## src/rtl/memory_stage.sv

```systemverilog
// -----------------------------------------------------------------------------
// memory_stage
//
// MEM stage of the 16-bit MISC-V pipeline. It sits directly downstream of the
// Execute stage and contains:
//   - the EX/MEM pipeline register,
//   - a req/ack data-memory access FSM with an optional timeout,
//   - the MEM/WB pipeline register, which feeds the writeback stage.
//
// The ALU result held in EX/MEM is exported as a forwarding source for EX.
// While a memory access is outstanding, a stall freezes IF/ID/EX.
//
// Parameters
//   TIMEOUT  maximum number of cycles a request waits for dmem_ack
//            (0 = wait forever)
//   CNT_W    width of the timeout counter (TIMEOUT < 2**CNT_W)
//
// Ports
//   clk, reset                  clock; synchronous active-high reset
//   IRegWrite .. IRd            instruction fields arriving from EX
//   dmem_req/we/addr/wdata      request side of the data-memory port
//   dmem_rdata, dmem_ack        response side of the data-memory port
//   ALUResultMEM                EX/MEM ALU result, to the EX forwarding muxes
//   stall                       1 = upstream must hold; EX/MEM is not reloaded
//   bus_err                     sticky timeout flag, cleared only by reset
//   ORegWrite .. ORd            MEM/WB register outputs, to writeback
// -----------------------------------------------------------------------------
module memory_stage #(
  parameter int TIMEOUT = 15,
  parameter int CNT_W   = 8
) (
  input  logic        clk,
  input  logic        reset,
  // From EX
  input  logic        IRegWrite,
  input  logic        IRegStore,
  input  logic        IMemWrite,
  input  logic        IMemRead,
  input  logic [15:0] IPCP2,
  input  logic [15:0] IALUResult,
  input  logic [15:0] I3rdArg,
  input  logic [15:0] IRd,
  // Data memory
  input  logic [15:0] dmem_rdata,
  input  logic        dmem_ack,
  output logic        dmem_req,
  output logic        dmem_we,
  output logic [15:0] dmem_addr,
  output logic [15:0] dmem_wdata,
  // Forwarding / hazard / status
  output logic [15:0] ALUResultMEM,
  output logic        stall,
  output logic        bus_err,
  // MEM/WB
  output logic        ORegWrite,
  output logic        ORegStore,
  output logic [15:0] OPCP2,
  output logic [15:0] OALUResult,
  output logic [15:0] OLoadData,
  output logic [15:0] ORd
);

  localparam bit               TIMEOUT_EN  = (TIMEOUT != 0);
  localparam logic [CNT_W-1:0] TIMEOUT_CNT = CNT_W'(TIMEOUT);

  typedef enum logic [1:0] {
    ST_IDLE = 2'd0,
    ST_WAIT = 2'd1,
    ST_DONE = 2'd2
  } state_t;

  // ---------------------------------------------------------------------------
  // EX/MEM pipeline register
  // ---------------------------------------------------------------------------
  logic        ex_regwrite_reg;
  logic        ex_regstore_reg;
  logic        ex_memwrite_reg;
  logic        ex_memread_reg;
  logic [15:0] ex_pcp2_reg;
  logic [15:0] ex_alu_reg;
  logic [15:0] ex_arg3_reg;
  logic [15:0] ex_rd_reg;

  always_ff @(posedge clk) begin
    if (reset) begin
      ex_regwrite_reg <= 1'b0;
      ex_regstore_reg <= 1'b0;
      ex_memwrite_reg <= 1'b0;
      ex_memread_reg  <= 1'b0;
      ex_pcp2_reg     <= 16'h0000;
      ex_alu_reg      <= 16'h0000;
      ex_arg3_reg     <= 16'h0000;
      ex_rd_reg       <= 16'h0000;
    end else if (!stall) begin
      ex_regwrite_reg <= IRegWrite;
      ex_regstore_reg <= IRegStore;
      ex_memwrite_reg <= IMemWrite;
      ex_memread_reg  <= IMemRead;
      ex_pcp2_reg     <= IPCP2;
      ex_alu_reg      <= IALUResult;
      ex_arg3_reg     <= I3rdArg;
      ex_rd_reg       <= IRd;
    end
  end

  logic memop;
  logic ack_ok;
  logic timeout_hit;

  assign memop  = ex_memread_reg | ex_memwrite_reg;
  // An ack that arrives with no request outstanding is not ours; ignore it.
  assign ack_ok = dmem_ack & memop;

  // ---------------------------------------------------------------------------
  // Access FSM: state register
  // ---------------------------------------------------------------------------
  state_t           state_reg,  state_next;
  logic [CNT_W-1:0] count_reg,  count_next;

  always_ff @(posedge clk) begin
    if (reset) begin
      state_reg <= ST_IDLE;
      count_reg <= '0;
    end else begin
      state_reg <= state_next;
      count_reg <= count_next;
    end
  end

  // Timeout fires only on a cycle with no ack, so a late ack that lands on the
  // final wait cycle still completes the access cleanly.
  assign timeout_hit = TIMEOUT_EN && (state_reg == ST_WAIT) &&
                       (count_reg == TIMEOUT_CNT) && !dmem_ack;

  // ---------------------------------------------------------------------------
  // Access FSM: next-state logic
  // ---------------------------------------------------------------------------
  // DONE is the cycle after a completed access. By then EX/MEM has already
  // been reloaded with the next instruction, so DONE evaluates that new
  // instruction exactly as IDLE would; this is what lets back-to-back memory
  // ops issue without an extra dead cycle.
  always_comb begin
    state_next = state_reg;
    count_next = count_reg;
    case (state_reg)
      ST_IDLE, ST_DONE: begin
        if (memop && !dmem_ack) begin
          state_next = ST_WAIT;
          count_next = CNT_W'(1);
        end else begin
          state_next = ST_IDLE;
          count_next = '0;
        end
      end
      ST_WAIT: begin
        if (dmem_ack || timeout_hit) begin
          state_next = ST_DONE;
          count_next = '0;
        end else begin
          count_next = count_reg + CNT_W'(1);
        end
      end
      default: begin
        state_next = ST_IDLE;
        count_next = '0;
      end
    endcase
  end

  // ---------------------------------------------------------------------------
  // Access FSM: outputs
  // ---------------------------------------------------------------------------
  // EX/MEM is frozen while waiting, so address, direction and write data are
  // automatically held stable for the whole request.
  always_comb begin
    dmem_req = 1'b0;
    case (state_reg)
      ST_WAIT: dmem_req = 1'b1;
      default: dmem_req = memop;
    endcase
    stall = memop & ~dmem_ack & ~timeout_hit;
  end

  // A simultaneous read+write is treated as a write.
  assign dmem_we      = ex_memwrite_reg;
  assign dmem_addr    = ex_alu_reg;
  assign dmem_wdata   = ex_arg3_reg;
  assign ALUResultMEM = ex_alu_reg;

  // ---------------------------------------------------------------------------
  // Sticky bus error
  // ---------------------------------------------------------------------------
  logic bus_err_reg;

  always_ff @(posedge clk) begin
    if (reset) begin
      bus_err_reg <= 1'b0;
    end else if (timeout_hit) begin
      bus_err_reg <= 1'b1;
    end
  end

  assign bus_err = bus_err_reg;

  // ---------------------------------------------------------------------------
  // MEM/WB pipeline register
  // ---------------------------------------------------------------------------
  // While stalled a full bubble is inserted, so the held instruction reaches
  // writeback exactly once: on the edge where its access completes.
  logic        wb_regwrite_reg;
  logic        wb_regstore_reg;
  logic [15:0] wb_pcp2_reg;
  logic [15:0] wb_alu_reg;
  logic [15:0] wb_load_reg;
  logic [15:0] wb_rd_reg;

  always_ff @(posedge clk) begin
    if (reset || stall) begin
      wb_regwrite_reg <= 1'b0;
      wb_regstore_reg <= 1'b0;
      wb_pcp2_reg     <= 16'h0000;
      wb_alu_reg      <= 16'h0000;
      wb_load_reg     <= 16'h0000;
      wb_rd_reg       <= 16'h0000;
    end else begin
      // A timed-out access must not write back: its load data is invalid.
      wb_regwrite_reg <= ex_regwrite_reg & ~timeout_hit;
      wb_regstore_reg <= ex_regstore_reg;
      wb_pcp2_reg     <= ex_pcp2_reg;
      wb_alu_reg      <= ex_alu_reg;
      wb_load_reg     <= ack_ok ? dmem_rdata : 16'h0000;
      wb_rd_reg       <= ex_rd_reg;
    end
  end

  assign ORegWrite  = wb_regwrite_reg;
  assign ORegStore  = wb_regstore_reg;
  assign OPCP2      = wb_pcp2_reg;
  assign OALUResult = wb_alu_reg;
  assign OLoadData  = wb_load_reg;
  assign ORd        = wb_rd_reg;

endmodule

```

## config.mk

```make
export PLATFORM = sky130hd
export DESIGN_NAME = memory_stage
export DESIGN_NICKNAME = d
export VERILOG_FILES = /design/src/rtl/memory_stage.sv
export SDC_FILE = /design/constraint.sdc
export NUM_CORES = 1
export LEC_CHECK = 0
export BUFFER_PORTS_ARGS = -buffer_cell sky130_fd_sc_hd__buf_2
export CAP_MARGIN = 30
export CORE_AREA = 2 2 150 152
export DETAILED_ROUTE_END_ITERATION = 8
export DIE_AREA = 0 0 152 154
export HOLD_SLACK_MARGIN = 0.08
export PLACE_DENSITY = 0.48
export SYNTH_ARGS = -nofsm -noshare
export SYNTH_HDL_FRONTEND = slang
export SYNTH_SLANG_ARGS = --single-unit
```

## constraint.sdc

```tcl
create_clock -name clk -period 1.8 [get_ports clk]
set_input_delay 0 -clock clk [delete_from_list [all_inputs] [get_ports clk]]
set_output_delay 0 -clock clk [all_outputs]
set_load 0.02 [all_outputs]
```

==> results.ini <==
[power]
pwr-share-clk_pct=42.8
switching_power_w=0.002065
combPwrFrac_pct=15.4
power_frac_seq_pct=41.8
leakage_nw=3.829
vdd_ir_drop_max_uv=541.3
netSwitchingFraction_pct=24.77
p_int_w=0.006273
cellPowerDensity_nw_per_um2=979.4
power_w=0.008338

[worst_hold_path]
hold_class=in -> reg

[die]
row_count=54
die_area_um2=23410
die_h_um=154
ios=205
initial_core_util_pct=24.59
core_area_um2=21690
die_w_um=152

[grt]
grt_first_pass_wirelength_mm=21.53
grt_max_degree=58
grt_usage_pct=11.45
grt_pass1_vias=4305
grt-ovfl-total=0
antenna_found_initial=0

[synth]
yosysSeqAreaShare_pct=54.43
syn_area_um2=5333
yosys_warnings=0
avgSynthCellArea_um2=10.39
ys_types=34
synthCells=513
syn-num-nets=601
synth-seq-cells=145

[route]
ant_nets=0
drtIter0Drc=153
wl_mm=14.34
dr.pass1.iters=4
met3_length_mm=1.023
viasPerCell=4.014
remaining_drc_errors=0
highest_layer=met4
wl_per_cell_um=13.06
num_vias=4407
wl_met1_mm=6.957
wl_met2_mm=6.172

[clock_network]
clockRootBuffer=clkbuf_16
clk_pin_slew_ns=0.06
cts_sinks=145
clockBufferDepth=2
htree_levels=4
cts_made_buffers=17
cts_tree=built
insertion_delay_ns=0.41

[timing]
finalSetupViolations=0
finClkSkew_ns=0.006119
layout_min_cycle_time_ns=1.737
worst_slew_pin_slew_ns=0.4514
finalSetupTns_ns=0
setup_ws_ns=0.06285
slew_headroom_pct=69.91
hold_viol=0
period_share_pct=96.51
max_freq_ghz=0.5757
slew_viol_final=0

[setup_path]
endpoint_kind=flop
critPathRequiredTime_ns=2.11
slowest_delay_ns=0.37
arrival_ns=2.05
path_class=reg -> reg
path_cells=nor4_4 -> a311oi_4 -> buf_12 -> clkbuf_16 -> buf_6 -> nor4b_2
critical_path.top_delay_family=simple AND/OR/NAND/NOR gates
path_max_fanout=7
crit_slowest_cell=nor4_4
cp_num_buf_inv=3
start_kind=flop

[placed_design]
portBuffers=204
placedCellCount=968
dp_hpwl_mm=8.846
pre_cts_ws_ns=0.05356
gp_congestion=0.7096

[finish]
fillers=2109
area_delta_synth_final_pct=59.64
stdcell_count=1098
diodes=0
layout_common_cells=buf_2, dfxtp_1, nand2_1
final_util_pct=39.25
layout.nets=894
final_layout_size_suffix_gt1_share_pct=37.53
final_common_cell=buf_2

[run]
maxCapViolCount=0

[run_status]
status=completed

[cell type report]
cell class / count / area, um2 / area share (%)
Tap cell: 280 / 350.3 / 4.115
Clock inverter: 8 / 102.6 / 1.205
Multi-Input combinational cell: 313 / 2141 / 25.15
Clock buffer: 23 / 498.0 / 5.850
Inverter: 3 / 13.76 / 0.1617
Sequential cell: 145 / 2904 / 34.11
Timing Repair Buffer: 326 / 2504 / 29.41
[synth_stat cells]
library cell / n / area [um2]
nor3_1: 1 / 5.000
a211oi_1: 1 / 7.510
nor4b_2: 1 / 15.01
clkbuf_1: 22 / 82.58
nor3b_2: 30 / 375.4
nand3_1: 3 / 15.01
buf_4: 22 / 165.2
ha_1: 1 / 12.51
o211ai_1: 1 / 7.510
and3_1: 2 / 12.51
xor2_1: 1 / 8.760
a21oi_1: 4 / 20.02
dfxtp_1: 145 / 2903
a31oi_1: 1 / 6.260
xnor2_1: 2 / 17.52
a311oi_1: 3 / 26.28
o21ai_0: 2 / 10.01
buf_2: 4 / 20.02
or4_1: 2 / 15.01
nor2_1: 6 / 22.52
o31ai_1: 1 / 7.510
mux2i_1: 66 / 660.6
inv_1: 3 / 11.26
or3_1: 2 / 12.51
nand2b_1: 1 / 6.260
nor4_1: 1 / 6.260
nand2_1: 138 / 518.0
nor2b_1: 1 / 6.260
o2bb2ai_1: 2 / 17.52
o21a_1: 3 / 22.52
nor4_4: 1 / 21.27
nor3b_1: 20 / 150.1
buf_6: 4 / 45.04
and2_1: 16 / 100.1
[power by group through the flow]
stage               combinational, W  sequential (W)  clock (W)
floorplan                   0.000499         0.00370          0
global placement            0.000996         0.00355          0
detailed placement           0.00100         0.00355          0
CTS                          0.00116         0.00348    0.00371
global route                 0.00138         0.00351    0.00383
finish                       0.00129         0.00349    0.00357
[worst paths after layout]
check	from	endpoint	slack, ns	cells past startpoint
setup reg to reg	count_reg[6]$_SDFF_PP0_	ORegWrite$_SDFF_PP0_	0.06	6
setup / recovery	count_reg[6]$_SDFF_PP0_	ORegWrite$_SDFF_PP0_	0.06	6
hold reg to reg	ex_rd_reg[3]$_SDFFE_PP0N_	ex_rd_reg[3]$_SDFFE_PP0N_	0.45	2
hold / removal	dmem_rdata[3]	OLoadData[3]$_SDFF_PP0_	0.33	3
[metrics by stage]
step / instance area, um2 / hold WS, ns
global route: 8513 / 0.3203
detailed placement: 6684 / 0.2033
global placement: 6684 / 0.2001
finish: 8513 / 0.3279
CTS: 8177 / 0.2932
floorplan: 5333 / 0.1217
[kinds of logic (layout without fill, tap and decap cells)]
group           after synthesis  in the layout  synth area share, %
buf+inv                      55            360                6.077
flops                       145            145                54.43
compound gates               18             18                2.347
xor+xnor                      3              3               0.4928
mux                          66             66                12.39
simple gates                225            225                24.03
fa+ha+maj                     1              1               0.2346
[worst register-to-register path: stages (launching register included)]
cell       delay [ns]
dfxtp_1          0.36
nor4_4           0.38
a311oi_4         0.15
buf_12           0.18
clkbuf_16        0.17
buf_6            0.13
nor4b_2          0.27
[metal layers]
layer  GRT usage [%]  up-vias
met2           17.55      159
met1           14.66     1967
met5               0        -
met3           4.256       13
li1                -     2268
met4           4.450        0
[what timing repair did]
item / CTS / global route
buffers inserted: 2 / 0
endpoints found under the setup margin: 1 / 60
hold endpoints to repair: 92 / 0
pin swaps: 0 / 2
gates cloned: 0 / 11
hold buffers: 86 / 0
resized for setup: 1 / 15
Power figures use the tool's default switching activity.
